`src/rtl/sr_pkg.sv`:
```
// sr_pkg: shared types and default parameter values for the SR latch command
// sequencer (sr_cmd_sequencer) and its input debouncer (sr_debounce).
//   sr_state_t : sequencer FSM states
//   sr_cmd_t   : command recorded when leaving IDLE
package sr_pkg;

   typedef enum logic [1:0] {IDLE, DRIVE, HOLD, CHECK} sr_state_t;
   typedef enum logic       {CMD_SET, CMD_CLR} sr_cmd_t;

   localparam int DEF_DEB_CYCLES    = 4;
   localparam int DEF_PULSE_CYCLES  = 2;
   localparam int DEF_SETTLE_CYCLES = 1;

endpackage

```
`src/rtl/sr_cmd_sequencer_if.sv`:
```
// sr_cmd_sequencer_if: drive/read-back bundle between the sequencer and the
// 1-bit srlatch.
//   S, R, En : latch set, reset and enable drives (sequencer -> latch)
//   q_in     : latch output Q read back (latch -> sequencer)
// master = sequencer side, slave = latch side.
interface sr_cmd_sequencer_if;

   logic S;
   logic R;
   logic En;
   logic q_in;

   modport master (output S, R, En, input q_in);
   modport slave  (input S, R, En, output q_in);

endinterface

```
`src/rtl/sr_debounce.sv`:
```
// sr_debounce: 2-flop synchronizer followed by a counting debouncer for one
// asynchronous request line.
//   clk, rst_n : clock, asynchronous active-low reset
//   din        : raw asynchronous input
//   dout       : debounced, synchronous level (0 after reset)
// dout flips only after the synchronized input has disagreed with it for
// DEB_CYCLES consecutive cycles; any agreement restarts the count.
module sr_debounce
   import sr_pkg::*;
#(
   parameter int DEB_CYCLES = DEF_DEB_CYCLES
) (
   input  logic clk,
   input  logic rst_n,
   input  logic din,
   output logic dout
);

   localparam int CW = $clog2(DEB_CYCLES + 1);
   // Toggling on the DEB_CYCLES-th disagreeing edge: compare against the
   // value the counter holds just before it would reach DEB_CYCLES.
   localparam logic [CW-1:0] CNT_LAST = CW'(DEB_CYCLES - 1);

   logic          sync1;
   logic          sync2;
   logic [CW-1:0] cnt;

   always_ff @(posedge clk or negedge rst_n) begin
      if (!rst_n) begin
         sync1 <= 1'b0;
         sync2 <= 1'b0;
         cnt   <= '0;
         dout  <= 1'b0;
      end else begin
         sync1 <= din;
         sync2 <= sync1;
         if (sync2 == dout) begin
            cnt <= '0;
         end else if (cnt == CNT_LAST) begin
            dout <= ~dout;
            cnt  <= '0;
         end else begin
            cnt <= cnt + 1'b1;
         end
      end
   end

endmodule

```
`src/rtl/sr_cmd_sequencer.sv`:
```
// sr_cmd_sequencer: turns debounced set/clear requests into timed,
// enable-gated S or R pulses for an srlatch and verifies Q afterwards.
//   clk, rst_n       : clock, asynchronous active-low reset
//   set_raw, clr_raw : asynchronous, possibly bouncy request lines
//   lat (master)     : S/R/En drives (registered) and q_in read-back
//   busy             : high whenever the FSM is not in IDLE
//   conflict         : 1-cycle pulse when set and clear are both pending in IDLE
//   err              : 1-cycle pulse (during CHECK) when Q disagrees with the command
module sr_cmd_sequencer
   import sr_pkg::*;
#(
   parameter int DEB_CYCLES    = DEF_DEB_CYCLES,
   parameter int PULSE_CYCLES  = DEF_PULSE_CYCLES,
   parameter int SETTLE_CYCLES = DEF_SETTLE_CYCLES
) (
   input  logic                clk,
   input  logic                rst_n,
   input  logic                set_raw,
   input  logic                clr_raw,
   sr_cmd_sequencer_if.master  lat,
   output logic                busy,
   output logic                conflict,
   output logic                err
);

   localparam int TMAX = (PULSE_CYCLES > SETTLE_CYCLES) ? PULSE_CYCLES : SETTLE_CYCLES;
   localparam int TW   = $clog2(TMAX + 1);
   localparam logic [TW-1:0] PULSE_LAST  = TW'(PULSE_CYCLES - 1);
   localparam logic [TW-1:0] SETTLE_LAST = TW'(SETTLE_CYCLES - 1);

   logic          set_deb, clr_deb;
   logic          set_deb_d, clr_deb_d;
   logic          set_rise, clr_rise;
   logic          set_pend, clr_pend;
   sr_state_t     state;
   sr_cmd_t       cmd;
   logic [TW-1:0] tmr;

   sr_debounce #(.DEB_CYCLES(DEB_CYCLES)) u_deb_set (
      .clk(clk), .rst_n(rst_n), .din(set_raw), .dout(set_deb));
   sr_debounce #(.DEB_CYCLES(DEB_CYCLES)) u_deb_clr (
      .clk(clk), .rst_n(rst_n), .din(clr_raw), .dout(clr_deb));

   assign set_rise = set_deb & ~set_deb_d;
   assign clr_rise = clr_deb & ~clr_deb_d;
   assign busy     = (state != IDLE);

   always_ff @(posedge clk or negedge rst_n) begin
      if (!rst_n) begin
         set_deb_d <= 1'b0;
         clr_deb_d <= 1'b0;
         set_pend  <= 1'b0;
         clr_pend  <= 1'b0;
         state     <= IDLE;
         cmd       <= CMD_SET;
         tmr       <= '0;
         lat.S     <= 1'b0;
         lat.R     <= 1'b0;
         lat.En    <= 1'b0;
         conflict  <= 1'b0;
         err       <= 1'b0;
      end else begin
         set_deb_d <= set_deb;
         clr_deb_d <= clr_deb;
         conflict  <= 1'b0;
         err       <= 1'b0;

         case (state)
            IDLE: begin
               tmr <= '0;
               if (set_pend && clr_pend) begin
                  set_pend <= 1'b0;
                  clr_pend <= 1'b0;
                  conflict <= 1'b1;
               end else if (set_pend) begin
                  set_pend <= 1'b0;
                  cmd      <= CMD_SET;
                  lat.En   <= 1'b1;
                  lat.S    <= 1'b1;
                  state    <= DRIVE;
               end else if (clr_pend) begin
                  clr_pend <= 1'b0;
                  cmd      <= CMD_CLR;
                  lat.En   <= 1'b1;
                  lat.R    <= 1'b1;
                  state    <= DRIVE;
               end
            end
            DRIVE: begin
               if (tmr == PULSE_LAST) begin
                  lat.En <= 1'b0;
                  lat.S  <= 1'b0;
                  lat.R  <= 1'b0;
                  tmr    <= '0;
                  state  <= HOLD;
               end else begin
                  tmr <= tmr + 1'b1;
               end
            end
            HOLD: begin
               // Q is sampled on the last settle edge so err is already
               // valid for the single CHECK cycle.
               if (tmr == SETTLE_LAST) begin
                  err   <= (lat.q_in != (cmd == CMD_SET));
                  tmr   <= '0;
                  state <= CHECK;
               end else begin
                  tmr <= tmr + 1'b1;
               end
            end
            CHECK:   state <= IDLE;
            default: state <= IDLE;
         endcase

         // A fresh rise beats a same-cycle consume; a repeat while pending
         // simply merges.
         if (set_rise) set_pend <= 1'b1;
         if (clr_rise) clr_pend <= 1'b1;
      end
   end

endmodule

```
`src/flat_wrapper.sv`:
```
// flat-port wrapper written by rule: the top's interface ports become plain ports
module sr_cmd_sequencer_flat import sr_pkg::*;
#(
   parameter int DEB_CYCLES    = DEF_DEB_CYCLES,
   parameter int PULSE_CYCLES  = DEF_PULSE_CYCLES,
   parameter int SETTLE_CYCLES = DEF_SETTLE_CYCLES
)
  (clk, rst_n, set_raw, clr_raw, busy, conflict, err, lat_S, lat_R, lat_En, lat_q_in);
  sr_cmd_sequencer_if lat_i ();
  input  logic clk;
  input  logic rst_n;
  input  logic set_raw;
  input  logic clr_raw;
  output logic busy;
  output logic conflict;
  output logic err;
  output wire logic [$bits(lat_i.S)-1:0] lat_S;
  output wire logic [$bits(lat_i.R)-1:0] lat_R;
  output wire logic [$bits(lat_i.En)-1:0] lat_En;
  input wire logic [$bits(lat_i.q_in)-1:0] lat_q_in;
  assign lat_S = lat_i.S;
  assign lat_R = lat_i.R;
  assign lat_En = lat_i.En;
  assign lat_i.q_in = lat_q_in;
  sr_cmd_sequencer #(.DEB_CYCLES(DEB_CYCLES), .PULSE_CYCLES(PULSE_CYCLES), .SETTLE_CYCLES(SETTLE_CYCLES)) u_core (.clk(clk), .rst_n(rst_n), .set_raw(set_raw), .clr_raw(clr_raw), .lat(lat_i), .busy(busy), .conflict(conflict), .err(err));
endmodule
```
`config.mk`:
```
export PLATFORM = sky130hd
export DESIGN_NAME = sr_cmd_sequencer_flat
export DESIGN_NICKNAME = d
export VERILOG_FILES = /design/src/rtl/sr_pkg.sv /design/src/rtl/sr_cmd_sequencer_if.sv /design/src/rtl/sr_debounce.sv /design/src/rtl/sr_cmd_sequencer.sv /design/src/flat_wrapper.sv
export SDC_FILE = /design/constraint.sdc
export NUM_CORES = 1
export LEC_CHECK = 0
export ABC_AREA = 1
export CAP_MARGIN = 10
export CORE_ASPECT_RATIO = 0.5
export CORE_UTILIZATION = 37
export DETAILED_ROUTE_END_ITERATION = 8
export PLACE_DENSITY = 0.61
export SLEW_MARGIN = 20
export SYNTH_ARGS = -nofsm -noshare
export SYNTH_HDL_FRONTEND = slang
export SYNTH_SLANG_ARGS = --single-unit
```
`constraint.sdc`:
```
create_clock -name clk -period 1.1 [get_ports clk]
set_input_delay 0.22 -clock clk [delete_from_list [all_inputs] [get_ports clk]]
set_output_delay 0.22 -clock clk [all_outputs]
set_load 0.02 [all_outputs]
```
# Yosys cells after proc, flatten, opt, wreduce, memory -nomap -nowiden
# Index checks and enable logic that the tools add are counted.
op_classes:
  addsub: 3
  reduce_logical: 17
  n_bitwise: 10
  n_eq_ne: 17
  muxes: 35
ops:
  columns: ["cell", "n"]
  rows:
  - ["$mux 1", 19]
  - ["$mux 2", 7]
  - ["$mux 3", 4]
  - ["$reduce_and 4->1", 3]
  - ["$reduce_bool 2->1", 5]
  - ["$ne 2x1->1 const B", 4]
  - ["$not 1->1", 8]
  - ["$pmux 2 s4", 1]
  - ["$add 3x1->3 const B", 2]
  - ["$eq 3x2->1 const B", 2]
  - ["$pmux 1 s2", 3]
  - ["$pmux 2 s3", 1]
  - ["$reduce_and 2->1", 3]
  - ["$reduce_and 5->1", 1]
  - ["$eq 2x1->1 const B", 2]
  - ["$eq 2x2->1 const B", 2]
  - ["$logic_not 2->1", 2]
  - ["$ne 2x2->1 const B", 2]
  - ["$ne 3x1->1 const B", 1]
  - ["$ne 3x2->1 const B", 1]
  - ["$reduce_and 3->1", 1]
  - ["$reduce_bool 3->1", 1]
  - ["$add 2x1->2 const B", 1]
  - ["$and 1x1->1", 2]
  - ["3 further kinds", 4]
word_totals:
  ff_bits: 26
  out_inout_bits: 6
  inputBits: 5
  word_cells: 102

# Longest topological paths before layout
logic_depth:
  word_depth: 4
  mapped_depth: 9
  ltp_nobuf: 9

# Cells and area by module
# A second synthesis with hierarchy kept.
unflattened:
  hier_cells: 154
  hier_area_um2: 1346.3
by_module_without_submodules:
  columns: ["module", "instances", "cells_each", "area_per_inst_um2"]
  rows:
  - ["sr_cmd_sequencer", 1, 104, 868.3]
  - ["sr_debounce", 2, 25, 239.0]

# Worst setup path before layout
# Ideal clock, no wire load.
synth_timing:
  path_kind: "register to register"
  startpoint: "register u_core.state[0]"
  endpoint: "register u_core.lat.En"
  stages_incl_launch_ff: 9
  path_slack_ps: -179
  arrival_time_ps: 1162
  path_buffers: 0
  setup_ps: 117
  cell_sequence: "dfrtp_1 > inv_1 > ha_1 > inv_2 > nand2_1 > o21ai_2 > nand3_1 > nand2_1 > nand2_1"
synth_via:
  elab_chain_cells: 3
synth_lines:
  columns: ["item", "line", "text"]
  rows:
  - ["from (decl)", "sr_cmd_sequencer.sv:35", "sr_state_t state;"]
  - ["from (signal assigned)", "sr_cmd_sequencer.sv:54", "state <= IDLE;"]
  - ["from (signal assigned)", "sr_cmd_sequencer.sv:80", "state <= DRIVE;"]
  - ["from (signal assigned)", "sr_cmd_sequencer.sv:86", "state <= DRIVE;"]
  - ["$eq 2x1->1 or $logic_not 2->1 (tied branches)", "sr_cmd_sequencer.sv:68", "case (state)"]
  - ["$ne 2x1->1 (no source line), or another cell as far along", null, null]
  - ["$reduce_and 4->1 (no source line)", null, null]
  - ["to (signal assigned)", "sr_cmd_sequencer.sv:78", "lat.En <= 1'b1;"]
  - ["to (signal assigned)", "sr_cmd_sequencer.sv:84", "lat.En <= 1'b1;"]
  - ["to (signal assigned)", "sr_cmd_sequencer.sv:91", "lat.En <= 1'b0;"]
  - ["to (decl)", "sr_cmd_sequencer_if.sv:13", "modport master (output S, R, En, input q_in);"]
# Parallel ways exist; a longest one is shown, timed or not.
# A chain may end at the register's enable or synchronous reset.

# Final worst setup path
layout_timing:
  startpoint: "register u_core.state[0]"
  endpoint: "register u_core.state[0]"
layout_via:
  elab_chain_cells: 3
layout_lines:
  columns: ["item", "line"]
  rows:
  - ["$eq 2x2->1, or another cell as far along", "sr_cmd_sequencer.sv:68"]
  - ["$ne 2x1->1 (no source line), or another cell as far along", null]
  - ["$reduce_and 4->1 (no source line)", null]
# Parallel ways exist; a longest one is shown, timed or not.

==> results.tsv <==
stage	metric	value	unit
synth	yosysWarnings	0	
route	firstDrtPassIters	4	
die	fp.dieH	42.3	µm
finish	n_antenna_cell	0	
finish	fin_cells	200	
flow_run	maxCapViolCount	0	
power_and_ir_drop	leakage	0.000856	µW
worst_setup_path	crit_type	reg -> reg	
global_routing	grt_pass1_wl	3.72	mm
global_routing	grt_pass1_vias	880	
worst_setup_path	crit_path_top_delay_cell	dfrtp_1	
die	start_util	0.394	
sta	fmax	0.764	GHz
place	place_inst	194	
global_routing	grtUsageTotal	0.146	
finish	syn_to_final_growth	43.7	%
sta	setup_ws	-0.209	ns
min_path	hp-class	in -> async	
die	dieWidth	82.6	µm
sta	fin_setup_tns	-1.24	ns
place	routabilityCongestion	0.754	
route	wl	2.37	mm
die	io_pins	11	
finish	layout_commonest_cell	nand2_1	
power_and_ir_drop	ir_drop	0.00134	V
route	viasPerCell	4.62	
outcome	violations	setup timing	
finish	postLayoutCellArea	1730	µm²
finish	layout_common_cells	nand2_1, dfrtp_1, inv_1, buf_4, ha_1	
worst_setup_path	timing.rr.start	u_core.state[0]	
worst_setup_path	crit_chain	inv_2 > buf_6 > ha_4 > nand3_2 > nand4_1 > nand2_1	
worst_setup_path	arrival	1.48	ns
sta	slew_viol_final	0	
clocking	cts_tree	done	
clocking	cts_buffers	3	
sta	finalCritPeriodShare	1.19	
global_routing	grt_overflow	0	
worst_setup_path	critPathMaxStageDelay	0.40	ns
finish	fillCellCount	269	
die	fp.dieArea	3500	µm²
global_routing	grt_max_degree	27	
sta	worstMarginPinSlew	0.276	ns
worst_setup_path	worst-path-max-fanout	5	
synth	synthesis.instances	126	
sta	worst_slew_margin_rel	0.815	
synth	ys_seq_area_frac	0.541	
synth	synthAdderAreaFrac	0.135	
clocking	insertion_delay	0.27	ns
power_and_ir_drop	p_per_area	3150	nW/µm²
worst_setup_path	path_delay_family	simple AND/OR/NAND/NOR gates	
place	dp_hpwl	1.52	mm
sta	post-route-min-period	1.31	ns
route	drc_errors	0	
finish	nNetsFinal	179	
clocking	ctsLongestPathBuffers	2	
synth	synth_xor_area_frac	0.0219	
sta	setup_violations	9	
route	vias	924	
synth	synth_top_family_by_area	simple AND/OR/NAND/NOR gates	
synth	ys_seq_elements	26	
die	rows	14	
route	drtIter0Drc	28	
worst_setup_path	start_kind	flop	
worst_setup_path	worstSetupEndpointType	flop	
synth	ys_types	18	
synth	syn-cell-area	1200	µm²
clocking	root_buffer	clkbuf_8	
die	core_area	3050	µm²
global_routing	antenna_found_initial	0	
synth	syn_area_per_cell	9.54	µm²
worst_setup_path	crit_required	1.27	ns
synth	synth-compound-area-share	0.0447	
finish	drive_gt1_frac	0.381	
synth	syn_nets	144	
place	port_buffers	10	
sta	rsz0062_at_grt	true	
worst_setup_path	startpoint	u_core.state[0]	
route	wl_per_cell	11.9	µm
clocking	h-tree-depth	1	
clocking	cts.sinks	26	
worst_setup_path	path_buf_inv	2	
outcome	outcome	finished, violations left	
sta	skew	0.00664	ns
synth	synth-simple-area-share	0.191	
place	postPlaceCellArea	1530	µm²
synth	synthMuxAreaShare	0	
clocking	postCtsHoldBufs	0	
clocking	clk_pin_slew_worst_paths	0.09	ns
sta	hold_viol	0	
sta	whs	0.291	ns
route	ant_nets	0	
## logic make-up after synthesis
| kind of cell | count (synthesis) |
|---|---|
| simple gates | 54 |
| flops | 26 |
| buf+inv | 21 |
| fa+ha+maj | 13 |
| compound gates | 9 |
| xor+xnor | 3 |
## metal layers
metal  vias up  track usage  share of wire
met1       444        0.189           0.46
met2        12        0.240           0.50
met3         2       0.0457          0.027
met4         0       0.0379         0.0059
li1        466            -              -
met5         -            0              0
## synth_stat cells (all sizes together)
library cell	instances	area, µm²
a22o	1	8.76
nand3	6	30.0
o21ai	5	28.8
inv	21	78.8
nand4	3	18.8
o22ai	1	6.26
ha	13	163
nor2	8	30.0
or2	1	6.26
nor3	3	15.0
nor3b	1	7.51
a21oi	2	10.0
xnor2	3	26.3
dfrtp	26	651
nand2	32	123
## worst register-to-register path: stages, from the launching register on
cell and delay (ns):
dfrtp_1 0.40, inv_2 0.09, buf_6 0.12, ha_4 0.18, nand3_2 0.19, nand4_1 0.17, nand2_1 0.06
## layout make-up
class                      instances  area (µm²)  share of cell area
clock buffer                       3        41.3              0.0239
clock inverter                     1        30.0              0.0174
inverter                          21        86.3              0.0500
multi-input combinational         79         612               0.354
sequential                        26         651               0.377
tap                               40        50.0              0.0290
timing repair buffer              30         258               0.149
## metrics by stage
step,worst slack [ns],utilization,power (µW)
6_report,-0.209,0.567,5440
5_1_grt,-0.269,0.567,5880
4_1_cts,-0.192,0.544,5070
3_5_place_dp,-0.321,0.502,4000
3_3_place_gp,-0.304,0.502,3940
2_1_floorplan,-0.0777,-,3000
## worst paths after layout
path | depth (start not counted) | endpoint | slack (ns)
min in group clk | 0 | u_core.u_deb_clr.sync2 | 0.35
min | 2 | u_core.set_pend | 0.29
min reg2reg | 0 | u_core.u_deb_clr.sync2 | 0.35
max in group asynchronous | 2 | u_core.u_deb_set.cnt[2] | 0.65
max reg2reg | 6 | u_core.state[0] | -0.21
max | 6 | u_core.state[0] | -0.21
## sequential cells by signal, summed over array words and instances (netlist names)
signal,flops
u_core.cmd,1
u_core.state,2
u_core.u_deb_clr.sync2,1
u_core.lat.R,1
u_core.clr_pend,1
u_core.u_deb_clr.sync1,1
u_core.u_deb_set.sync1,1
u_core.u_deb_set.sync2,1
u_core.clr_deb_d,1
u_core.err,1
u_core.lat.S,1
u_core.u_deb_clr.dout,1
u_core.conflict,1
u_core.set_pend,1
u_core.lat.En,1
u_core.u_deb_set.dout,1
u_core.tmr,2
u_core.u_deb_clr.cnt,3
u_core.u_deb_set.cnt,3
u_core.set_deb_d,1
## timing repair
| action | 4_1_cts | 5_1_grt |
|---|---|---|
| buffers inserted | 1 | 1 |
| hold endpoints to repair | 0 | 0 |
| pin swaps | 9 | 8 |
| endpoints found under the setup margin | 16 | 12 |
| gates resized for setup | 46 | 19 |
## power by group
group	total, µW	internal [µW]	switching, µW	leakage, µW
clock	796	487	309	0.0000357
combinational	3160	1460	1710	0.000498
sequential	1480	1300	180	0.000322
No activity file was read; power rests on OpenSTA's default activity.
